$ cat config.mk
export PLATFORM = sky130hd
export DESIGN_NAME = generatore_sequenza
export DESIGN_NICKNAME = d
export VERILOG_FILES = /design/src/rtl/generatore_sequenza_pkg.sv /design/src/rtl/generatore_rc_uscita.sv /design/src/rtl/generatore_sequenza.sv
export SDC_FILE = /design/constraint.sdc
export NUM_CORES = 1
export LEC_CHECK = 0
export ABC_AREA = 1
export CAP_MARGIN = 40
export CORE_MARGIN = 8
export CORE_UTILIZATION = 50
export DETAILED_ROUTE_END_ITERATION = 8
export PLACE_DENSITY = 0.73
export SLEW_MARGIN = 30
export SYNTH_ARGS = -nofsm -noshare
export SYNTH_HDL_FRONTEND = slang
export SYNTH_SLANG_ARGS = --single-unit
$ cat constraint.sdc
create_clock -name clock -period 1.8 [get_ports clock]
set_input_delay 0.54 -clock clock [delete_from_list [all_inputs] [get_ports clock]]
set_output_delay 0.54 -clock clock [all_outputs]
set_load 0.02 [all_outputs]
$ cat src/rtl/generatore_sequenza_pkg.sv
// ---------------------------------------------------------------------------
// generatore_sequenza_pkg
// Shared definitions for the serial pattern transmitter and for the blocks
// that consume its stream (recognisers, benches):
//   - stato_t     : FSM state encoding (IDLE, TX, DONE)
//   - PATTERN_DEF : default serial pattern, sent MSB first
//   - LEN_DEF     : default pattern length in bits
// ---------------------------------------------------------------------------
package generatore_sequenza_pkg;

    typedef enum logic [1:0] {
        S_IDLE = 2'd0,
        S_TX   = 2'd1,
        S_DONE = 2'd2
    } stato_t;

    localparam int         LEN_DEF     = 7;
    localparam logic [6:0] PATTERN_DEF = 7'b0010110;

endpackage

$ cat src/rtl/generatore_rc_uscita.sv
// ---------------------------------------------------------------------------
// generatore_rc_uscita
// Moore output network of the pattern transmitter: decodes {state, idx}
// into the serial line and its qualifiers. Purely combinational, driven by
// registers only, so no input of the top can reach an output directly.
// Ports:
//   stato  in  stato_t        current FSM state
//   idx    in  IDX_W          bit index inside the pattern (LEN-1 = first)
//   z      out 1              serial bit, 0 whenever v is low
//   v      out 1              z carries a valid pattern bit
//   busy   out 1              transmission in progress
//   done   out 1              one-cycle end-of-transfer marker
// ---------------------------------------------------------------------------
module generatore_rc_uscita
    import generatore_sequenza_pkg::*;
#(
    parameter int             LEN     = LEN_DEF,
    parameter logic [LEN-1:0] PATTERN = PATTERN_DEF,
    parameter int             IDX_W   = $clog2(LEN)
) (
    input  stato_t             stato,
    input  logic [IDX_W-1:0]   idx,
    output logic               z,
    output logic               v,
    output logic               busy,
    output logic               done
);

    always_comb begin
        z    = 1'b0;
        v    = 1'b0;
        busy = 1'b0;
        done = 1'b0;
        unique case (stato)
            S_TX: begin
                z    = PATTERN[idx];
                v    = 1'b1;
                busy = 1'b1;
            end
            S_DONE: begin
                done = 1'b1;
            end
            default: begin
            end
        endcase
    end

endmodule

$ cat src/rtl/generatore_sequenza.sv
// ---------------------------------------------------------------------------
// generatore_sequenza
// Moore serial pattern transmitter. On start it sends PATTERN (MSB first),
// one bit per clock, max(n_rep,1) times back-to-back, then raises done for
// one cycle and returns to IDLE.
// Ports:
//   clock   in  1      system clock, rising edge
//   reset_  in  1      asynchronous active-low reset
//   start   in  1      transfer request, honoured only in IDLE
//   n_rep   in  REP_W  repetition count, sampled with start (0 acts as 1)
//   z       out 1      serial data bit (0 when v is low)
//   v       out 1      z is a valid pattern bit
//   busy    out 1      transmission in progress
//   done    out 1      one-cycle pulse after the last bit
// ---------------------------------------------------------------------------
module generatore_sequenza
    import generatore_sequenza_pkg::*;
#(
    parameter int             LEN     = LEN_DEF,
    parameter logic [LEN-1:0] PATTERN = PATTERN_DEF,
    parameter int             REP_W   = 4
) (
    input  logic             clock,
    input  logic             reset_,
    input  logic             start,
    input  logic [REP_W-1:0] n_rep,
    output logic             z,
    output logic             v,
    output logic             busy,
    output logic             done
);

    localparam int               IDX_W    = $clog2(LEN);
    localparam logic [IDX_W-1:0] IDX_LAST = IDX_W'(LEN - 1);

    stato_t             stato, stato_next;
    logic [IDX_W-1:0]   idx, idx_next;
    logic [REP_W-1:0]   rep_left, rep_left_next;

    // State and counter register; reset clears everything asynchronously so
    // the Moore outputs fall without waiting for an edge.
    always_ff @(posedge clock or negedge reset_) begin
        if (!reset_) begin
            stato    <= S_IDLE;
            idx      <= IDX_LAST;
            rep_left <= '0;
        end else begin
            stato    <= stato_next;
            idx      <= idx_next;
            rep_left <= rep_left_next;
        end
    end

    // Next-state and counter update logic.
    always_comb begin
        stato_next    = stato;
        idx_next      = idx;
        rep_left_next = rep_left;
        unique case (stato)
            S_IDLE: begin
                if (start) begin
                    stato_next = S_TX;
                    idx_next   = IDX_LAST;
                    // A request of 0 repetitions is served as a single one.
                    rep_left_next = (n_rep == '0) ? '0 : n_rep - 1'b1;
                end
            end
            S_TX: begin
                if (idx != '0) begin
                    idx_next = idx - 1'b1;
                end else if (rep_left != '0) begin
                    // Reload without a gap cycle between repetitions.
                    idx_next      = IDX_LAST;
                    rep_left_next = rep_left - 1'b1;
                end else begin
                    stato_next = S_DONE;
                end
            end
            S_DONE: begin
                stato_next = S_IDLE;
            end
            default: begin
                stato_next = S_IDLE;
            end
        endcase
    end

    generatore_rc_uscita #(
        .LEN     (LEN),
        .PATTERN (PATTERN),
        .IDX_W   (IDX_W)
    ) u_rc_uscita (
        .stato (stato),
        .idx   (idx),
        .z     (z),
        .v     (v),
        .busy  (busy),
        .done  (done)
    );

endmodule

==> metrics, run 1 <==
outcome complete, but fails checks; failing checks negative setup slack; Setup TNS Final -0.117 ns; Worst EP required 1.26 ns; post-synthesis sequential area ratio 34.5%; mapped cell area 661 sq um; Tmin final 1.92 ns; Hold/Removal Path Class reg -> reg; top-area cell type share of the netlist area 26.5%; Max VDD drop 1.10 mV; height of the die 52.4 microns; Layout fillers 116; Overflow after GRT 0; Least-Margin Pin Slew 0.384 ns; DR DRC count 0; vias per inst 4.61; first-pass GRT wire length 2300 microns; CTS sink count 9; placement row count 13; Max Clock Freq 522 MHz; Synth area leaders dfrtp_1 (27%), nand2_1 (19%), inv_1 (9.1%), dfstp_2 (8.0%), ha_1 (5.7%); CTS Root Cell clkbuf_4; cells after synthesis 95; Leak Pwr 0.463 nW; Slew Limit Fails 0; area of the multi-input gates 382 sq um; skew final 0.00362 ns; # diodes 0; via count 604; initial antenna violation count 0; register area 228 sq um; synth warn 0; fin crit share 106%; CTS tree built; Detailed Routing Iterations Pass 1 4; RSZ-0062 raised after global routing true; antenna viol nets, final 0; Yosys cell types 21; WL/cell 10.1 microns; Setup Buffers After CTS 0; die area 0.00274 sq mm; Yosys reg bits 9; Starting Density 52.1%; Synth area leader dfrtp_1; Reg clk slew, reported paths 0.05 ns; placer congestion estimate 0.799; Setup WS post-layout -0.117 ns; gr usage total 11.2%; critical path class reg -> out; Mapped Avg Cell Area 6.95 sq um; Worst path max stage delay 0.52 ns; vias in the first global route 584; layout cells sized above 1 24.1%; Synth async-reset ratio 100%; post-DP HPWL 1130 microns; Synth Flop Type dfrtp_1; maximum clock path buffer count 2; H-tree depth 1; fin nets 127; CP arrival 1.38 ns; most frequent cells after synthesis nand2_1 (34), inv_1 (16), nor2_1 (8), dfrtp_1 (7), nand3_1 (6); WP buf/inv 2; Synthesized Nets 105; CTS Buf Count 3; maximum fanout along the worst path 2; area grow syn2layout 33.0%; CP Capture Type output port; Slew HR 74.3%; total power 0.00159 W; Clock Latency Late Sink 0.25 ns; MaxCap Viol Count 0; final hold viol count 0; CP max-delay cell dfstp_2; final wirelength 1320 microns; largest net degree at the start of global routing 10; Port Buf Inserts 10; Critical Path Start Type flop; core region area 0.00127 sq mm; die width 52.4 microns; Final setup viols 1; cell chain of the critical path inv_2 > ha_4 > o21ai_2 > a21oi_2 > buf_4; initial DRC count 6; CP top delay family flip-flops; EDFF count, synth 0; power per cell area 1810 mW/mm^2; io pins 11; cell with the most instances after synthesis nand2_1
what timing repair did:
action / CTS / global route
gates resized for setup: 13 / 4
hold buffers: 0 / 0
cloned: 0 / 0
pin swaps: 1 / 1
endpoints found under the setup margin: 4 / 2
cell type report:
cell class / instances / share of cell area [%]
multi-input combinational: 68 / 43.4
sequential: 9 / 25.9
timing repair buffer: 18 / 18.2
inverter: 17 / 7.26
clock buffer: 4 / 2.99
tap: 15 / 2.14
metrics by stage:
step                      cell area (sq um)  setup slack (ns)  std cells  hold WS [ns]  utilization [%]
after floorplan                         664            0.0893         95         0.244                -
after global placement                  836            -0.361        127         0.477             65.9
after detailed placement                836            -0.391        127         0.488             65.9
after CTS                               862            -0.188        131         0.502             67.9
after global routing                    878            -0.165        131         0.537             69.2
final                                   878            -0.117        131         0.492             69.2
registers in the layout, summed over array words and instances, names as in the netlist:
name      count
rep_left      4
stato         2
idx           3
worst reg2reg max path: stages (launching register included):
cell and delay (ns):
dfrtp_1 0.38, inv_1 0.09, ha_1 0.19, inv_1 0.05, nor2_1 0.14, nand3_1 0.13
inv_1 0.09, nor2_2 0.06, nand2_1 0.06, nand2_1 0.05
final timing paths:
path                                  start     endpoint  slack, ns  cells past startpoint
max in group asynchronous            reset_       idx[1]       0.91                      1
worst max register to register  rep_left[0]  rep_left[1]       0.46                      9
worst max-delay path                 idx[1]            z      -0.12                      5
worst min-delay path            rep_left[0]  rep_left[0]       0.49                      2
min in group asynchronous            reset_     stato[1]       0.57                      1
worst min register to register  rep_left[0]  rep_left[0]       0.49                      2
metal layers:
metal / global-route usage [%] / vias to the layer above / share of wire (%)
li1: - / 334 / -
met1: 12.4 / 257 / 44
met4: 9.05 / 0 / 3.1
met3: 2.84 / 4 / 5.6
met5: 0 / - / 0
met2: 17.6 / 9 / 47
cells by family after synthesis:
kind of cell,share of synthesized area [%]
and+or+nand+nor,39.6
buffers and inverters,10.8
xor gates and xnor gates,1.33
AOI/OAI and AO/OA,8.14
adders and majority gates,5.68
DFF,34.5
cells in the final DEF, fill, tap and decap left out:
master,n
a21oi_1,1
a21oi_2,1
buf_4,9
clkbuf_1,1
clkbuf_4,3
clkdlybuf4s15_1,1
clkdlybuf4s15_2,2
clkdlybuf4s50_1,6
dfrtp_1,7
dfstp_2,2
ha_1,2
ha_4,1
inv_1,15
inv_2,2
nand2_1,34
nand2_4,1
nand3_1,6
nand3_2,1
nand3_4,1
nand4_2,1
nor2_1,8
nor2_2,1
nor2_4,1
nor3_1,1
o21a_1,2
o21ai_0,3
o21ai_2,2
xnor2_1,1
power by group:
group / switching [W] / internal (W)
Clock: 0.0000633 / 0.0000849
Sequential: 0.0000539 / 0.000313
Combinational: 0.000595 / 0.000478
(Power assumes the default switching activity.)
==> run 2: changes to the inputs <==
REMOVE_ABC_BUFFERS = 1   (was unset)
SKIP_LAST_GASP = 1   (was unset)
clock period = 2.2 ns   (was 1.8 ns; I/O delays follow)
==> run 2 against run 1 <==
Effect of this change: die area stayed put; clock skew is 0.0029 ns higher; hold slack better by 0.013 ns; the flow now finishes without violations; routed wire length is 3.3% higher; total power is 25% lower; sequential share of layout area is 2.2 points higher; flip-flop and latch count stayed put; utilization is 5.5 points lower; global-route usage is 0.30 points higher; clock power is 18% lower; via count is 1.7% higher; cell count is 4.6% lower.
==> metrics, run 2 (synthesized netlist as in run 1, its figures left out) <==
Reg clk slew, reported paths 0.06 ns; CP top delay family flip-flops; Detailed Routing Iterations Pass 1 4; CP max-delay cell dfstp_2; Port Buf Inserts 10; post-DP HPWL 1160 microns; fin nets 121; DR DRC count 0; die width 52.4 microns; cell chain of the critical path inv_1 > ha_1 > o21ai_0 > a21oi_1 > clkbuf_2; Worst path max stage delay 0.51 ns; skew final 0.00648 ns; RSZ-0062 raised after global routing false; grt met1 use 11.0%; initial DRC count 17; fin crit share 96.6%; CTS Buf Count 3; via count 614; power per cell area 1470 mW/mm^2; Biggest register rep_left; CTS tree built; Overflow after GRT 0; Hold/Removal Path Class reg -> reg; met3 GRT Util 3.13%; antenna viol nets, final 0; area grow syn2layout 22.3%; vias in the first global route 636; initial antenna violation count 0; Tmin final 2.13 ns; WL/cell 10.9 microns; WP buf/inv 2; vias per inst 4.91; most frequent cells in the layout nand2_1 (34), inv_1 (16), nor2_1 (8), dfrtp_1 (7); die area 0.00274 sq mm; Leak Pwr 0.445 nW; H-tree depth 1; Critical Path Start Type flop; Final setup viols 0; leading registers by flop count rep_left: 4 flops, idx: 3 flops, stato: 2 flops; # diodes 0; Setup WS pre-CTS -0.0955 ns; final hold viol count 0; maximum fanout along the worst path 2; gr usage total 11.5%; Worst EP required 1.54 ns; register area 228 sq um; height of the die 52.4 microns; critical path class reg -> out; io pins 11; core region area 0.00127 sq mm; CP Capture Type output port; Least-Margin Pin Slew 0.391 ns; Max VDD drop 0.814 mV; final wirelength 1370 microns; Setup TNS Final 0 ns; area of the multi-input gates 362 sq um; Starting Density 52.1%; placer congestion estimate 0.753; Slew Limit Fails 0; routing usage on met2 20.8%; placement row count 13; largest net degree at the start of global routing 10; CTS sink count 9; MaxCap Viol Count 0; outcome finished clean; Max Clock Freq 471 MHz; most common cell after layout, fill and taps aside nand2_1; layout cells sized above 1 14.5%; max reg flops 4; WHS 0.505 ns; CTS Root Cell clkbuf_4; Clock Latency Late Sink 0.25 ns; CP arrival 1.47 ns; Slew HR 73.8%; layer with the highest usage met2; maximum clock path buffer count 2; first-pass GRT wire length 2390 microns; Setup WS post-layout 0.0747 ns; Layout fillers 117
[run 2: changes by cell type in the layout (fill, tap and decap cells not counted), sizes merged]
cell	change
buf	-7
dlygate4sd2	+2
clkbuf	+1
dlymetal6s2s	+1
clkdlybuf4s15	-3
[run 2: routing by layer]
layer / up-vias / wire [microns]
li1: 323 / -
met1: 273 / 597
met2: 14 / 666
met3: 4 / 73
met4: 0 / 27
met5: - / 0
[run 2: layout make-up]
cell class | count | area share (%)
inverters | 17 | 7.89
repair buffers | 12 | 13.6
clock buffers | 4 | 3.25
flip-flops and latches | 9 | 28.2
well taps | 15 | 2.32
multi-input cells | 68 | 44.7
[run 2: what timing repair did]
action	4_1_cts	5_1_grt
endpoints found under the setup margin	3	2
setup buffers	0	0
hold buffers	0	0
resized for setup	3	3
pin swaps	0	0
[run 2: report_power, final]
part,switching (W),total (W),internal [W]
sequential,0.0000555,0.000312,0.000256
combinational,0.000453,0.000753,0.000301
clock,0.0000515,0.000121,0.0000695
total,0.000560,0.00119,0.000626
[run 2: path summary, 6_finish.rpt]
check                       startpoint          end  slack [ns]  cells after the start
hold / removal             rep_left[0]  rep_left[0]        0.50                      2
hold reg to reg            rep_left[0]  rep_left[0]        0.50                      2
max in group asynchronous       reset_       idx[2]        1.18                      1
setup reg to reg           rep_left[0]  rep_left[1]        0.82                      9
min in group asynchronous       reset_     stato[1]        0.69                      1
setup / recovery                idx[1]            z        0.07                      5
[run 2: through the flow]
stage | instances | power, W | utilization, % | instance area [sq um]
after global placement | 121 | 0.00108 | 62.0 | 787
after detailed placement | 121 | 0.00111 | 62.0 | 787
after CTS | 125 | 0.00121 | 63.8 | 810
after floorplan | 94 | 0.000877 | - | 653
after global routing | 125 | 0.00131 | 63.7 | 808
final | 125 | 0.00119 | 63.7 | 808
[run 2: worst reg2reg max path, stage by stage, from the launching register on]
cell and delay, ns:
dfrtp_1 0.39, inv_1 0.10, ha_1 0.21, inv_1 0.06
nor2_1 0.12, nand3_1 0.13, inv_1 0.09, nor2_2 0.06
nand2_1 0.06, nand2_1 0.05
